File: src/rtl/instr_fetch_unit_if.sv
// Instruction-memory read port: req/addr held until ack; rdata valid with ack.
// Latency set by the memory; no backpressure beyond holding req until ack.
interface instr_fetch_unit_if #(
  parameter int DATA_WIDTH = 32
);
  logic                  mem_req;
  logic [DATA_WIDTH-1:0] mem_addr;
  logic                  mem_ack;
  logic [DATA_WIDTH-1:0] mem_rdata;

  modport master (
    output mem_req,
    output mem_addr,
    input  mem_ack,
    input  mem_rdata
  );

  modport slave (
    input  mem_req,
    input  mem_addr,
    output mem_ack,
    output mem_rdata
  );
endinterface

File: src/rtl/instr_fetch_unit.sv
// Fetch unit: PC address -> memory read -> instruction; fetch_start to instr_valid is 1 + memory wait cycles.
// Backpressure: fetch_start is only accepted in IDLE; mem_req is held until mem_ack or timeout abort.
module instr_fetch_unit #(
  parameter int                    DATA_WIDTH     = 32,
  parameter int                    TIMEOUT_CYCLES = 16,
  parameter logic [DATA_WIDTH-1:0] NOP_INSTR      = DATA_WIDTH'(32'h00000013)
) (
  input  logic                  clk,
  input  logic                  rst_n,
  input  logic                  fetch_start,
  input  logic [DATA_WIDTH-1:0] fetch_addr,
  input  logic                  fetch_addr_valid,
  input  logic                  flush,
  input  logic                  fault_clear,
  instr_fetch_unit_if.master    mem,
  output logic [DATA_WIDTH-1:0] instr_out,
  output logic                  instr_valid,
  output logic                  fetch_busy,
  output logic                  fetch_fault,
  output logic [1:0]            fault_cause
);

  localparam int CW = (TIMEOUT_CYCLES > 2) ? $clog2(TIMEOUT_CYCLES) : 1;
  localparam logic [CW-1:0] CNT_LAST = CW'(TIMEOUT_CYCLES - 1);

  localparam logic [1:0] CAUSE_NONE     = 2'b00;
  localparam logic [1:0] CAUSE_MISALIGN = 2'b01;
  localparam logic [1:0] CAUSE_TIMEOUT  = 2'b10;

  typedef enum logic [1:0] {
    IDLE = 2'd0,
    REQ  = 2'd1,
    RESP = 2'd2
  } state_t;

  state_t                state_q, state_d;
  logic [CW-1:0]         cnt_q;
  logic                  discard_q;
  logic [DATA_WIDTH-1:0] addr_q;
  logic [DATA_WIDTH-1:0] rdata_q;
  logic [DATA_WIDTH-1:0] instr_q;
  logic                  fault_q;
  logic [1:0]            cause_q;

  logic load_addr;
  logic capture;
  logic timeout;
  logic misalign;
  logic resp_upd;
  logic req_on;

  always_ff @(posedge clk or negedge rst_n) begin
    if (!rst_n) begin
      state_q <= IDLE;
    end else begin
      state_q <= state_d;
    end
  end

  always_comb begin
    state_d   = state_q;
    load_addr = 1'b0;
    capture   = 1'b0;
    timeout   = 1'b0;
    misalign  = 1'b0;
    resp_upd  = 1'b0;
    req_on    = 1'b0;
    unique case (state_q)
      IDLE: begin
        if (fetch_start) begin
          if (!fetch_addr_valid || (fetch_addr[1:0] != 2'b00)) begin
            misalign = 1'b1;
          end else begin
            load_addr = 1'b1;
            state_d   = REQ;
          end
        end
      end
      REQ: begin
        req_on = 1'b1;
        if (mem.mem_ack) begin
          capture = 1'b1;
          state_d = RESP;
        end else if (cnt_q == CNT_LAST) begin
          timeout = 1'b1;
          state_d = IDLE;
        end
      end
      RESP: begin
        // A flush landing in the response cycle still kills the update.
        resp_upd = !discard_q && !flush;
        state_d  = IDLE;
      end
      default: state_d = IDLE;
    endcase
  end

  always_ff @(posedge clk or negedge rst_n) begin
    if (!rst_n) begin
      cnt_q     <= '0;
      discard_q <= 1'b0;
      addr_q    <= '0;
      rdata_q   <= '0;
      instr_q   <= NOP_INSTR;
    end else begin
      if (load_addr) begin
        addr_q <= {fetch_addr[DATA_WIDTH-1:2], 2'b00};
        cnt_q  <= '0;
      end else if (state_q == REQ && !mem.mem_ack) begin
        cnt_q <= cnt_q + 1'b1;
      end

      if (capture) begin
        rdata_q <= mem.mem_rdata;
      end

      // Discard is armed by any flush during REQ, including the ack cycle.
      if (state_q == REQ) begin
        if (timeout) begin
          discard_q <= 1'b0;
        end else if (flush) begin
          discard_q <= 1'b1;
        end
      end else if (state_q == RESP) begin
        discard_q <= 1'b0;
      end

      if (resp_upd) begin
        instr_q <= rdata_q;
      end
    end
  end

  always_ff @(posedge clk or negedge rst_n) begin
    if (!rst_n) begin
      fault_q <= 1'b0;
      cause_q <= CAUSE_NONE;
    end else if (misalign) begin
      fault_q <= 1'b1;
      cause_q <= CAUSE_MISALIGN;
    end else if (timeout) begin
      fault_q <= 1'b1;
      cause_q <= CAUSE_TIMEOUT;
    end else if (fault_clear) begin
      fault_q <= 1'b0;
      cause_q <= CAUSE_NONE;
    end
  end

  assign mem.mem_req  = req_on;
  assign mem.mem_addr = addr_q;

  // Fresh data is forwarded during the valid pulse so instr_out matches instr_valid.
  assign instr_out   = resp_upd ? rdata_q : instr_q;
  assign instr_valid = resp_upd;
  assign fetch_busy  = (state_q != IDLE);
  assign fetch_fault = fault_q;
  assign fault_cause = cause_q;

endmodule

File: src/flat_wrapper.sv
// flat-port wrapper written by rule: the top's interface ports become plain ports
module instr_fetch_unit_flat 
#(
  parameter int                    DATA_WIDTH     = 32,
  parameter int                    TIMEOUT_CYCLES = 16,
  parameter logic [DATA_WIDTH-1:0] NOP_INSTR      = DATA_WIDTH'(32'h00000013)
)
  (clk, rst_n, fetch_start, fetch_addr, fetch_addr_valid, flush, fault_clear, instr_out, instr_valid, fetch_busy, fetch_fault, fault_cause, mem_mem_req, mem_mem_addr, mem_mem_ack, mem_mem_rdata);
  instr_fetch_unit_if #(.DATA_WIDTH(DATA_WIDTH)) mem_i ();
  input  logic clk;
  input  logic rst_n;
  input  logic fetch_start;
  input  logic [DATA_WIDTH-1:0] fetch_addr;
  input  logic fetch_addr_valid;
  input  logic flush;
  input  logic fault_clear;
  output logic [DATA_WIDTH-1:0] instr_out;
  output logic instr_valid;
  output logic fetch_busy;
  output logic fetch_fault;
  output logic [1:0] fault_cause;
  output wire logic [$bits(mem_i.mem_req)-1:0] mem_mem_req;
  output wire logic [$bits(mem_i.mem_addr)-1:0] mem_mem_addr;
  input wire logic [$bits(mem_i.mem_ack)-1:0] mem_mem_ack;
  input wire logic [$bits(mem_i.mem_rdata)-1:0] mem_mem_rdata;
  assign mem_mem_req = mem_i.mem_req;
  assign mem_mem_addr = mem_i.mem_addr;
  assign mem_i.mem_ack = mem_mem_ack;
  assign mem_i.mem_rdata = mem_mem_rdata;
  instr_fetch_unit #(.DATA_WIDTH(DATA_WIDTH), .TIMEOUT_CYCLES(TIMEOUT_CYCLES), .NOP_INSTR(NOP_INSTR)) u_core (.clk(clk), .rst_n(rst_n), .fetch_start(fetch_start), .fetch_addr(fetch_addr), .fetch_addr_valid(fetch_addr_valid), .flush(flush), .fault_clear(fault_clear), .mem(mem_i), .instr_out(instr_out), .instr_valid(instr_valid), .fetch_busy(fetch_busy), .fetch_fault(fetch_fault), .fault_cause(fault_cause));
endmodule
File: config.mk
export PLATFORM = sky130hd
export DESIGN_NAME = instr_fetch_unit_flat
export DESIGN_NICKNAME = d
export VERILOG_FILES = /design/src/rtl/instr_fetch_unit_if.sv /design/src/rtl/instr_fetch_unit.sv /design/src/flat_wrapper.sv
export SDC_FILE = /design/constraint.sdc
export NUM_CORES = 1
export LEC_CHECK = 0
export CORE_MARGIN = 2
export CORE_UTILIZATION = 39
export CTS_BUF_LIST = sky130_fd_sc_hd__clkbuf_4 sky130_fd_sc_hd__clkbuf_8
export DETAILED_ROUTE_END_ITERATION = 8
export PLACE_DENSITY = 0.82
export SYNTH_ARGS = -nofsm -noshare
export SYNTH_HDL_FRONTEND = slang
export SYNTH_SLANG_ARGS = --single-unit
File: constraint.sdc
create_clock -name clk -period 2.25 [get_ports clk]
set_input_delay 0.45 -clock clk [delete_from_list [all_inputs] [get_ports clk]]
set_output_delay 0.45 -clock clk [all_outputs]
set_load 0.05 [all_outputs]
Yosys cells after proc, flatten, opt, wreduce, memory -nomap -nowiden. Index checks and enable logic that the tools add are counted.

Register bits after elaboration: 104. Output and inout port bits: 70. Word-level logic and storage cells: 62.

Add/sub/neg operators: 1. Equal/unequal tests: 7. Multiplexer cells: 31. Reductions and logical operators: 15.

Operator list (count): $mux 32 (1); $mux 1 (20); $mux 2 (7); $mux 4 (2); $reduce_bool 2->1 (4); $ne 3x2->1 const B (2); $add 4x1->4 const B (1); $eq 4x4->1 const B (1); $logic_not 1->1 (4); $ne 2x2->1 const B (2); $pmux 2 s2 (1); $reduce_and 3->1 (1); $reduce_bool 3->1 (1); $eq 2x1->1 const B (1); $eq 2x2->1 const B (1); $logic_and 1x1->1 (2); $logic_not 2->1 (1); $reduce_and 2->1 (1); $logic_or 1x1->1 (1).

Depth between registers and ports, before layout. Gate-level depths: netlist (run 1).

Depth after elaboration: 6. Depth in mapped cells: 6. Gate-level depth less buffers: 5.

Worst setup path before layout (run 1). OpenSTA, ideal clock, no wires.

Path type: register to output. From: register u_core.state_q[0]. To: output port instr_out[22]. Data arrival time: 1807 ps. Slack: -7 ps. Stages on the path, launching flop included: 6. Path buffers: 1. Path through: dfrtp_1 inv_1 ha_1 nor3b_2 buf_2 mux2_2.

Longest elaborated chain between the ends: 3.

Ends and longest elaborated chain: start, declared (RTL line instr_fetch_unit.sv:36) `state_t state_q, state_d;`; start signal, assigned (RTL line instr_fetch_unit.sv:56) `state_q <= state_d;`; $eq 2x2->1 (RTL line instr_fetch_unit.sv:68) `unique case (state_q)`; $mux 1 (RTL line instr_fetch_unit.sv:68); named net instr_valid (RTL line flat_wrapper.sv:18) `output logic instr_valid;`; $mux 32; end, declared (RTL line flat_wrapper.sv:17) `output logic [DATA_WIDTH-1:0] instr_out;`.

The timed path passes the listed nets, and every way through them passes these cells.

Worst setup path after layout (run 1).
From: register u_core.state_q[0]. To: output port instr_out[27].

Longest elaborated chain between the ends: 3.

Ends and longest elaborated chain (RTL line): $eq 2x2->1 (instr_fetch_unit.sv:68); $mux 1 (instr_fetch_unit.sv:68); $mux 32.

No other way between the ends.

==> results of run 1 <==
==> cell usage after synthesis, drive strengths merged <==
master and n:
nand3b 1, buf 11, nand3 3, o21ai 4
nor2b 2, a21oi 4, dfrtp 101, dfstp 3
conb 1, nand4bb 1, o221ai 1, nor3b 1
mux2 95, nand2 4, o21a 1, or3 1
a21o 1, ha 5, xor2 1, nand2b 2
a22oi 2, or3b 1, nor2 4, xnor2 1
inv 4
==> critical path: cells and delay by family, from the launching register on <==
| kind | cells | cell delay (ps) |
|---|---|---|
| flip-flops | 1 | 420 |
| adder cells (fa/ha/maj) | 1 | 120 |
| AND/OR/NAND/NOR | 1 | 200 |
| buffers and inverters | 5 | 610 |
| multiplexers | 1 | 320 |
==> registers in the layout, indices dropped and copies added (netlist names) <==
| name | flops |
|---|---|
| u_core.fault_cause | 2 |
| u_core.cnt_q | 4 |
| u_core.discard_q | 1 |
| u_core.instr_q | 32 |
| u_core.state_q | 2 |
| u_core.rdata_q | 32 |
| u_core.fetch_fault | 1 |
| u_core.mem.mem_addr | 30 |
==> routing by layer <==
layer  wire (µm)  GRT usage
met1        4020      0.215
met3         635     0.0448
met2        4510      0.277
met4          81     0.0440
met5           0          0
==> metrics by stage <==
step,util,hold WS (ps),instance area (µm²)
after detailed placement,0.548,429,5680
after global placement,0.548,420,5680
after global routing,0.613,40.6,6360
after floorplan,-,154,4200
final,0.613,21.4,6360
after CTS,0.615,21.4,6380
==> worst max-delay path by stage <==
| stage | slack, ps | to | from |
|---|---|---|---|
| 5_1_grt | -350 | instr_out[22] | u_core.state_q[0]$_DFFE_PN0P_ |
| 6_report | -240 | instr_out[27] | u_core.state_q[0]$_DFFE_PN0P_ |
| 3_5_place_dp | -210 | instr_out[17] | flush |
| 3_3_place_gp | -160 | instr_out[15] | flush |
| 4_1_cts | -280 | instr_out[22] | u_core.state_q[0]$_DFFE_PN0P_ |
| 2_1_floorplan | 110 | instr_out[22] | u_core.state_q[0]$_DFFE_PN0P_ |
==> cells by family after synthesis <==
| family | after synthesis |
|---|---|
| DFF | 104 |
| muxes | 95 |
| and+or+nand+nor | 20 |
| buffers and inverters | 15 |
| AOI/OAI and AO/OA | 13 |
| adders and majority gates | 5 |
| xor gates and xnor gates | 2 |
| other | 1 |
==> what timing repair did <==
| action | CTS | global route |
|---|---|---|
| pin swaps | 1 | 0 |
| resized for setup | 107 | 2 |
| gates cloned | 2 | 0 |
| hold buffers | 0 | 0 |
| setup buffers | 11 | 6 |
| setup endpoints to repair | 33 | 33 |
==> layout make-up <==
| cell class | instances | area [µm²] | area share |
|---|---|---|---|
| clock buffer | 11 | 139 | 0.0218 |
| clock inverter | 5 | 38.8 | 0.00610 |
| inverter | 4 | 15.0 | 0.00236 |
| multi-input combinational | 137 | 1610 | 0.253 |
| sequential | 104 | 2610 | 0.410 |
| tap | 136 | 170 | 0.0268 |
| timing repair buffer | 160 | 1780 | 0.280 |
==> power by group through the flow <==
stage | sequential, mW | combinational (mW) | clock (mW)
floorplan | 4.17 | 2.73 | 0
detailed placement | 3.25 | 5.30 | 0
global placement | 3.19 | 5.23 | 0
finish | 3.26 | 6.14 | 1.07
global route | 3.36 | 6.43 | 1.20
CTS | 3.24 | 6.15 | 1.12
==> impl_results.md, run 1 <==
- Adder-cell share of the synthesized area: 0.0149
- Final sum of negative setup slack: -5460 ps
- WL final: a little over 9000 µm
- Internal power contribution: ~6 mW
- Worst Setup Slack, final: -236 ps
- Width of the chip: 108 µm
- Filler instances: 790
- Data arrival time of the critical path: roughly 2000 ps
- Leading area contributor after synthesis: sky130_fd_sc_hd__dfrtp_1
- Area of the mapped netlist: 4190 µm²
- Pin count of the biggest net entering global routing: 44
- Most common cell after layout, fill and taps aside: sky130_fd_sc_hd__clkdlybuf4s50_1
- Multiplexer area fraction after synthesis: 0.279
- Fraction of the yosys area taken by sequential cells: 0.622
- Power Total: approximately 10 mW
- Worst EP required: 1800 ps
- Register-to-register path setup slack: roughly 280 ps
- Layout area overhead: 51.7%
- Type of destination of the critical path: output pin
- Portion of total power attributed to combinational logic: 0.587
- I/O pin count: around 140
- Post-route non-filler standard cell count: 557
- Inserted Diodes: 0
- Clock H-tree levels: 3
- Largest driver fanout on the critical path: 5
- Final Hold Vio Count: 0
- Root buffer cell: sky130_fd_sc_hd__clkbuf_8
- Core region area: roughly 10000 µm²
- Initial antenna violation count: 0
- Number of DRC markers in iteration 0: 83
- Placed Cells incl. Taps: about 530
- Clock buffers created by TritonCTS: 9
- Remaining global-route overflow: 0
- Final cycle utilization of the critical path: 1.10
- Peak VDD IR: ~1.0 mV
- Instance count of the mapped netlist: 255
- Remaining number of nets flagged by the antenna check after routing: 0
- Post-layout min period: 2490 ps
- CP Cell Sequence: inv_2, ha_4, nor3b_4, buf_4, buf_6, buf_8, mux2_4, buf_8
- Post-DP HPWL: between 6000 and 7000 µm
- Synth area leaders: sky130_fd_sc_hd__dfrtp_1 60%, sky130_fd_sc_hd__mux2_2 19%, sky130_fd_sc_hd__mux2_4 9.3%, sky130_fd_sc_hd__dfstp_2 1.9%, sky130_fd_sc_hd__ha_1 1.5%
- Static leakage: 2.83 nW
- Area fraction in compound gates after synthesis: 0.0188
- Number of different library cells in the post-synthesis netlist: 29
- Post-synthesis share of cell area spent on xor and xnor gates: 0.00418
- TritonCTS clock tree: yes
- Clock skew: 19.0 ps
- Post-synthesis share of cell area spent on and, or, nand and nor gates: 0.0322
- Violations in the final reports: setup timing
- Worst-margin pin slew: between 500 and 600 ps
- Post-DR vias/cell: roughly 4.8
- Startpoint-to-endpoint class of the critical path: reg2out
- Outcome: finished, violations left
- Largest stage delay, worst path: 420 ps
- Average instance area after synthesis: ~16 µm²
- Setup slack at placement: -212 ps
- Launching element type of the critical path: register
- Final count of negative-setup-slack endpoints: 32
- Final max-slew violation count: 0
- Portion of total power attributed to the clock network: 0.102
- Dominant combinational cell family by area after synthesis: multiplexers
- Slowest cell on the critical path: sky130_fd_sc_hd__dfrtp_1
- Latest clock arrival within the worst-skew pair: 360 ps
- Reg2reg start: u_core.state_q[0]$_DFFE_PN0P_
- Yosys warning total: 0
- Clock-pin slew of the registers on the worst-case setup and hold paths: roughly 110 ps
- Initial cell density of the core: 0.404
- Floorplan die area: about 12000 µm²
- Clock net sink count: ~100
- Worst reg2reg path endpoint: u_core.mem.mem_addr[2]$_DFFE_PN0P_
- Height of the die: ~110 µm
- Number of search-and-repair iterations in the first detailed-routing pass: 4
- Share of layout cells above drive strength 1: 0.420
- Port Buffers: 138
- Vias post-DR: approximately 2.7k
- GP Congestion: between 0.7 and 0.8
- Area share of the leading cell type in the synthesized netlist: 0.603
- Max transition margin: 0.654
- Synthesized flop and latch total: 104
- DRC violation count after routing: 0
- Standard-cell row count: 37
- Switching Power: about 4.5 mW
- GRT Total Usage: 0.166
- Global-route wire length before repair: 15000 µm
- Class of the worst hold path: in2async
- Via count of the first global-routing pass: around 3.0k
- Max Clock Freq: ~400 MHz
- Final nets: 492
- Reg power frac: 0.311
- Detailed-route wire length per cell: roughly 17 µm
- Highest-count cells in the layout ignoring fill and taps: 102 x sky130_fd_sc_hd__clkdlybuf4s50_1, 101 x sky130_fd_sc_hd__dfrtp_1, 58 x sky130_fd_sc_hd__mux2_4, 37 x sky130_fd_sc_hd__mux2_2, 25 x sky130_fd_sc_hd__buf_8
- Max Buffers Root-to-Sink: 2
- Power per standard cell area: ~1600 nW/µm²
- CP dominant cell by count: sky130_fd_sc_hd__buf_8
- Depth of the worst register-to-register path: 8
- Max-capacitance violation count: 0
- Net Sw Frac: 0.427
- Unrepaired setup endpoints after global routing: true
No activity file was read; power rests on OpenSTA's default activity.
==> run 2: changes to the inputs <==
CORE_MARGIN = unset   (was 2)
==> run 2 against run 1 <==
The flow still finishes with violations (setup timing). Critical endpoint is now instr_out[10]. Via count rose by 0.34%. Die area shrank 3.7%. Highest routed layer unchanged. Register-to-register slack improved by 170 ps. Power rose by 0.24%. Final cell count grew 0.36%. Critical path depth fell by 2. Core utilization fell by 0.37 points. Worst hold slack worse by 10 ps. First-iteration DRC count is 3.6% higher.
==> impl_results.md, run 2 (synthesis results as in run 1) <==
- Outcome: finished, violations left
- Violations in the final reports: setup timing
- Inserted Diodes: 0
- Remaining global-route overflow: 0
- Startpoint-to-endpoint class of the critical path: in2out
- TritonCTS clock tree: yes
- CP Cell Sequence: clkdlybuf4s50_1, nor3b_4, buf_6, buf_12, mux2_4, buf_8
- Remaining number of nets flagged by the antenna check after routing: 0
- WL final: 9450 µm
- Clock-pin slew of the registers on the worst-case setup and hold paths: around 90 ps
- Detailed-route wire length per cell: roughly 17 µm
- Most common cell after layout, fill and taps aside: sky130_fd_sc_hd__clkdlybuf4s50_1
- Post-DR vias/cell: roughly 4.8
- Clock skew: around 14 ps
- Max Buffers Root-to-Sink: 2
- Worst Setup Slack, final: -158 ps
- Pin count of the biggest net entering global routing: 46
- GRT Total Usage: 0.176
- Max transition margin: 0.649
- Slowest cell on the critical path: sky130_fd_sc_hd__clkdlybuf4s50_1
- Floorplan die area: 11200 µm²
- Final nets: approximately 490
- Latest clock arrival within the worst-skew pair: 360 ps
- Type of destination of the critical path: output pin
- Clock net sink count: approximately 100
- Final cycle utilization of the critical path: 1.07
- Largest stage delay, worst path: around 470 ps
- Share of layout cells above drive strength 1: 0.423
- Worst setup startpoint: flush
- Peak VDD IR: ~0.98 mV
- Highest-count cells in the layout ignoring fill and taps: 102 x sky130_fd_sc_hd__clkdlybuf4s50_1, 101 x sky130_fd_sc_hd__dfrtp_1, 53 x sky130_fd_sc_hd__mux2_4, 42 x sky130_fd_sc_hd__mux2_2, 20 x sky130_fd_sc_hd__buf_4
- Final max-slew violation count: 0
- Port Buffers: between 100 and 150
- Initial cell density of the core: 0.404
- Hold Slack: 11.3 ps
- Final Hold Vio Count: 0
- Core region area: ~10000 µm²
- Final count of negative-setup-slack endpoints: 32
- Standard-cell row count: 37
- Post-layout utilization of the core: 0.609
- Worst reg2reg path endpoint: u_core.rdata_q[7]$_DFFE_PN0P_
- Reg2reg start: u_core.state_q[0]$_DFFE_PN0P_
- Capture point of the worst path: instr_out[10]
- Data arrival time of the critical path: approximately 2000 ps
- Post-layout min period: about 2400 ps
- Largest driver fanout on the critical path: 8
- Number of search-and-repair iterations in the first detailed-routing pass: 4
- Clock buffers created by TritonCTS: 9
- Post-DP HPWL: around 6500 µm
- Initial antenna violation count: 0
- Register-to-register path setup slack: approximately 450 ps
- Clock H-tree levels: 3
- Power per standard cell area: roughly 1700 nW/µm²
- Worst EP required: around 1800 ps
- Root buffer cell: sky130_fd_sc_hd__clkbuf_8
- Via count of the first global-routing pass: approximately 2.9k
- Vias post-DR: ~2.7k
- Max Clock Freq: 415 MHz
- Filler instances: slightly below 800
- Max-capacitance violation count: 0
- Unrepaired setup endpoints after global routing: true
- Depth of the worst register-to-register path: 6
- Width of the chip: 106 µm
- GP Congestion: a little over 0.7
- Static leakage: roughly 2.8 nW
- Worst-margin pin slew: around 530 ps
- Global-route wire length before repair: approximately 15000 µm
- Class of the worst hold path: in2async
- Post-CTS Hold Fix Bufs: 0
- Launching element type of the critical path: input port
- Height of the die: ~110 µm
- Number of DRC markers in iteration 0: 86
- I/O pin count: 141
- DRC violation count after routing: 0
- Layout area overhead: 50.7%
==> run 2: cell types whose count changed in the layout (fill, tap and decap cells not counted) <==
| cell | previous run | this run |
|---|---|---|
| sky130_fd_sc_hd__clkinv_2 | 1 | 0 |
| sky130_fd_sc_hd__buf_16 | 1 | 0 |
| sky130_fd_sc_hd__buf_6 | 11 | 18 |
| sky130_fd_sc_hd__bufinv_16 | 0 | 1 |
| sky130_fd_sc_hd__clkbuf_4 | 2 | 1 |
| sky130_fd_sc_hd__buf_4 | 15 | 20 |
| sky130_fd_sc_hd__mux2_4 | 58 | 53 |
| sky130_fd_sc_hd__inv_6 | 2 | 3 |
| sky130_fd_sc_hd__buf_8 | 25 | 16 |
| sky130_fd_sc_hd__mux2_2 | 37 | 42 |
==> run 2: area by class of cell <==
type,instances,area (µm²),share of cell area
inverters,4,15.0,0.00238
repair buffers,162,1730,0.274
flip-flops and latches,104,2610,0.412
well taps,136,170,0.0269
clock buffers,10,131,0.0208
multi-input cells,137,1590,0.251
clock inverters,6,72.6,0.0115
==> run 2: worst min-delay path by stage <==
| stage | to | cells past startpoint | slack, ps | from |
|---|---|---|---|---|
| after floorplan | u_core.cnt_q[0]$_DFFE_PN0P_ | 0 | 150 | rst_n |
| after global placement | u_core.instr_q[30]$_DFF_PN0_ | 1 | 400 | rst_n |
| after detailed placement | u_core.instr_q[28]$_DFF_PN0_ | 1 | 410 | rst_n |
| after CTS | u_core.rdata_q[19]$_DFFE_PN0P_ | 1 | 0.3 | rst_n |
| after global routing | u_core.rdata_q[19]$_DFFE_PN0P_ | 1 | 1 | rst_n |
| final | u_core.instr_q[30]$_DFF_PN0_ | 1 | 10 | rst_n |
==> run 2: critical path, delay by kind of cell <==
kind                   cells  cell delay, ps
multiplexers               1             330
buffers and inverters      4             940
AND/OR/NAND/NOR            1             240
==> run 2: layer usage <==
layer	share of wire	global-route usage
met1	0.42	0.215
met2	0.50	0.304
met3	0.076	0.0643
met4	0.0016	0.0238
met5	0	0
==> run 2: what timing repair did <==
action                                  4_1_cts  5_1_grt
resized for setup                            88        4
endpoints found under the setup margin       33       32
cloned                                        2        0
setup buffers                                 6        4
pin swaps                                     1        0
==> run 2: power breakdown <==
part / switching (mW) / internal (mW)
clock network: 0.630 / 0.541
logic: 3.39 / 2.67
registers: 0.456 / 2.81
total: 4.47 / 6.02
==> run 2: metrics by stage <==
step           area [µm²]  total power [mW]  setup WS [ps]  cells  TNS, ps
2_1_floorplan        4200              6.89            110    256        0
3_3_place_gp         5690              8.42           -215    532    -5480
3_5_place_dp         5690              8.57           -231    532    -6140
4_1_cts              6280              10.5           -159    556    -4580
5_1_grt              6320              11.0           -248    559    -7210
6_report             6320              10.5           -158    559    -4250
==> run 3: changes to the inputs <==
REMOVE_ABC_BUFFERS = 1   (was unset)
==> run 3 against run 2 <==
Sequential cell count is the same. The flow still finishes with violations (setup timing). Count of clock-buffer cells in the layout grew 2. Combinational power increased by 4.1%.
==> impl_results.md, run 3 (synthesis results as in run 1) <==
- Outcome: finished, violations left
- Violations in the final reports: setup timing
- Standard-cell row count: 37
- Worst setup startpoint: flush
- Hold Slack: 478 ps
- Clock skew: between 10 and 15 ps
- Unrepaired setup endpoints after global routing: true
- Clock H-tree levels: 3
- Initial cell density of the core: 0.404
- DRC violation count after routing: 0
- Slowest cell on the critical path: sky130_fd_sc_hd__clkdlybuf4s50_1
- Worst-margin pin slew: approximately 550 ps
- Via count of the first global-routing pass: around 3.1k
- Clock net sink count: 104
- Max transition margin: 0.629
- Max-capacitance violation count: 0
- Number of DRC markers in iteration 0: 70
- Latest clock arrival within the worst-skew pair: approximately 370 ps
- Area of the multi-input gates: 1610 µm²
- Width of the chip: roughly 110 µm
- Clock buffers created by TritonCTS: 9
- Share of layout cells above drive strength 1: 0.435
- Reg2reg start: u_core.state_q[0]$_DFFE_PN0P_
- Worst EP required: 1800 ps
- I/O pin count: 141
- Static leakage: between 2 and 3 nW
- Final nets: slightly above 500
- Largest driver fanout on the critical path: 5
- Final cycle utilization of the critical path: 1.13
- Core region area: between 10000 and 15000 µm²
- Vias post-DR: approximately 2.7k
- GRT Total Usage: 0.196
- Pin count of the biggest net entering global routing: between 50 and 60
- Clock-pin slew of the registers on the worst-case setup and hold paths: about 90 ps
- Post-DP HPWL: approximately 6200 µm
- Class of the worst hold path: in2async
- Height of the die: 106 µm
- Final max-slew violation count: 0
- Max Buffers Root-to-Sink: 2
- Power per standard cell area: between 1500 and 2000 nW/µm²
- Post-layout min period: about 2500 ps
- Layout area overhead: 55.2%
- Number of search-and-repair iterations in the first detailed-routing pass: 3
- Final Hold Vio Count: 0
- TritonCTS clock tree: yes
- Depth of the worst register-to-register path: 7
- Max Clock Freq: between 300 and 400 MHz
- Remaining number of nets flagged by the antenna check after routing: 0
- Worst reg2reg path endpoint: u_core.mem.mem_addr[9]$_DFFE_PN0P_
- Type of destination of the critical path: output pin
- CP Cell Sequence: clkdlybuf4s50_1, nor3b_4, buf_6, buf_12, buf_12, mux2_4, buf_6
- Setup slack at placement: -243 ps
- Data arrival time of the critical path: about 2100 ps
- Detailed-route wire length per cell: ~18 µm
- Worst Setup Slack, final: -281 ps
- Storage element area: 2610 µm²
- Remaining global-route overflow: 0
- Startpoint-to-endpoint class of the critical path: in2out
- Peak VDD IR: approximately 0.9 mV
- Initial antenna violation count: 0
- Power Total: around 11 mW
- Largest stage delay, worst path: 480 ps
- Post-DR vias/cell: between 4 and 5
- Inserted Diodes: 0
- GP Congestion: 0.683
- Filler instances: between 700 and 800
- Global-route wire length before repair: around 16000 µm
- Root buffer cell: sky130_fd_sc_hd__clkbuf_8
- Floorplan die area: 11200 µm²
- Highest-count cells in the layout ignoring fill and taps: 102 x sky130_fd_sc_hd__clkdlybuf4s50_1, 101 x sky130_fd_sc_hd__dfrtp_1, 58 x sky130_fd_sc_hd__mux2_4, 37 x sky130_fd_sc_hd__mux2_2, 26 x sky130_fd_sc_hd__buf_4
- WL final: between 10000 and 15000 µm
- Most common cell after layout, fill and taps aside: sky130_fd_sc_hd__clkdlybuf4s50_1
- Launching element type of the critical path: input port
- Register-to-register path setup slack: about 350 ps
- Final count of negative-setup-slack endpoints: 32
- Port Buffers: between 100 and 150
## run 3: power breakdown
part	switching, mW	internal [mW]	total (mW)	leakage [nW]
logic	3.45	2.85	6.31	1.55
clock network	0.607	0.476	1.08	0.0920
registers	0.476	2.81	3.28	1.26
total	4.54	6.14	10.7	2.90
## run 3: routing by layer
layer,vias to the layer above,GRT usage,share of wire
met5,-,0,0
met2,70,0.342,0.54
met3,16,0.0433,0.037
met1,1396,0.232,0.40
met4,0,0.0813,0.023
li1,1230,-,-
## run 3: worst max-delay path by stage
stage / to / depth (start not counted)
after floorplan: instr_out[0] / 4
after global placement: instr_out[21] / 5
after detailed placement: instr_out[21] / 5
after CTS: instr_out[21] / 8
after global routing: instr_out[2] / 8
final: instr_out[2] / 7
## run 3: worst max-delay path: cells and delay by family
family                 cells  cell delay, ps
buffers and inverters      5            1020
and+or+nand+nor            1             270
muxes                      1             320
## run 3: what timing repair did
| action | CTS | global route |
|---|---|---|
| buffers inserted | 13 | 7 |
| pin swaps | 1 | 0 |
| hold endpoints to repair | 9 | 0 |
| hold buffers | 1 | 0 |
| setup endpoints to repair | 33 | 33 |
| cloned | 4 | 0 |
| resized for setup | 96 | 5 |
## run 3: metrics by stage
step                       util  instances  TNS, ps  instance area (µm²)
final                     0.627        570    -7070                 6500
after global routing      0.627        570    -9600                 6500
after CTS                 0.625        566    -6980                 6480
after detailed placement  0.551        533    -6930                 5710
after global placement    0.551        533    -5680                 5710
after floorplan               -        245   -75250                 4090
## run 3: layout make-up
type                       instances  share of cell area
timing repair buffer             173               0.295
sequential                       104               0.401
inverter                           4             0.00231
tap                              136              0.0262
clock buffer                      12              0.0244
multi-input combinational        137               0.247
clock inverter                     4             0.00442
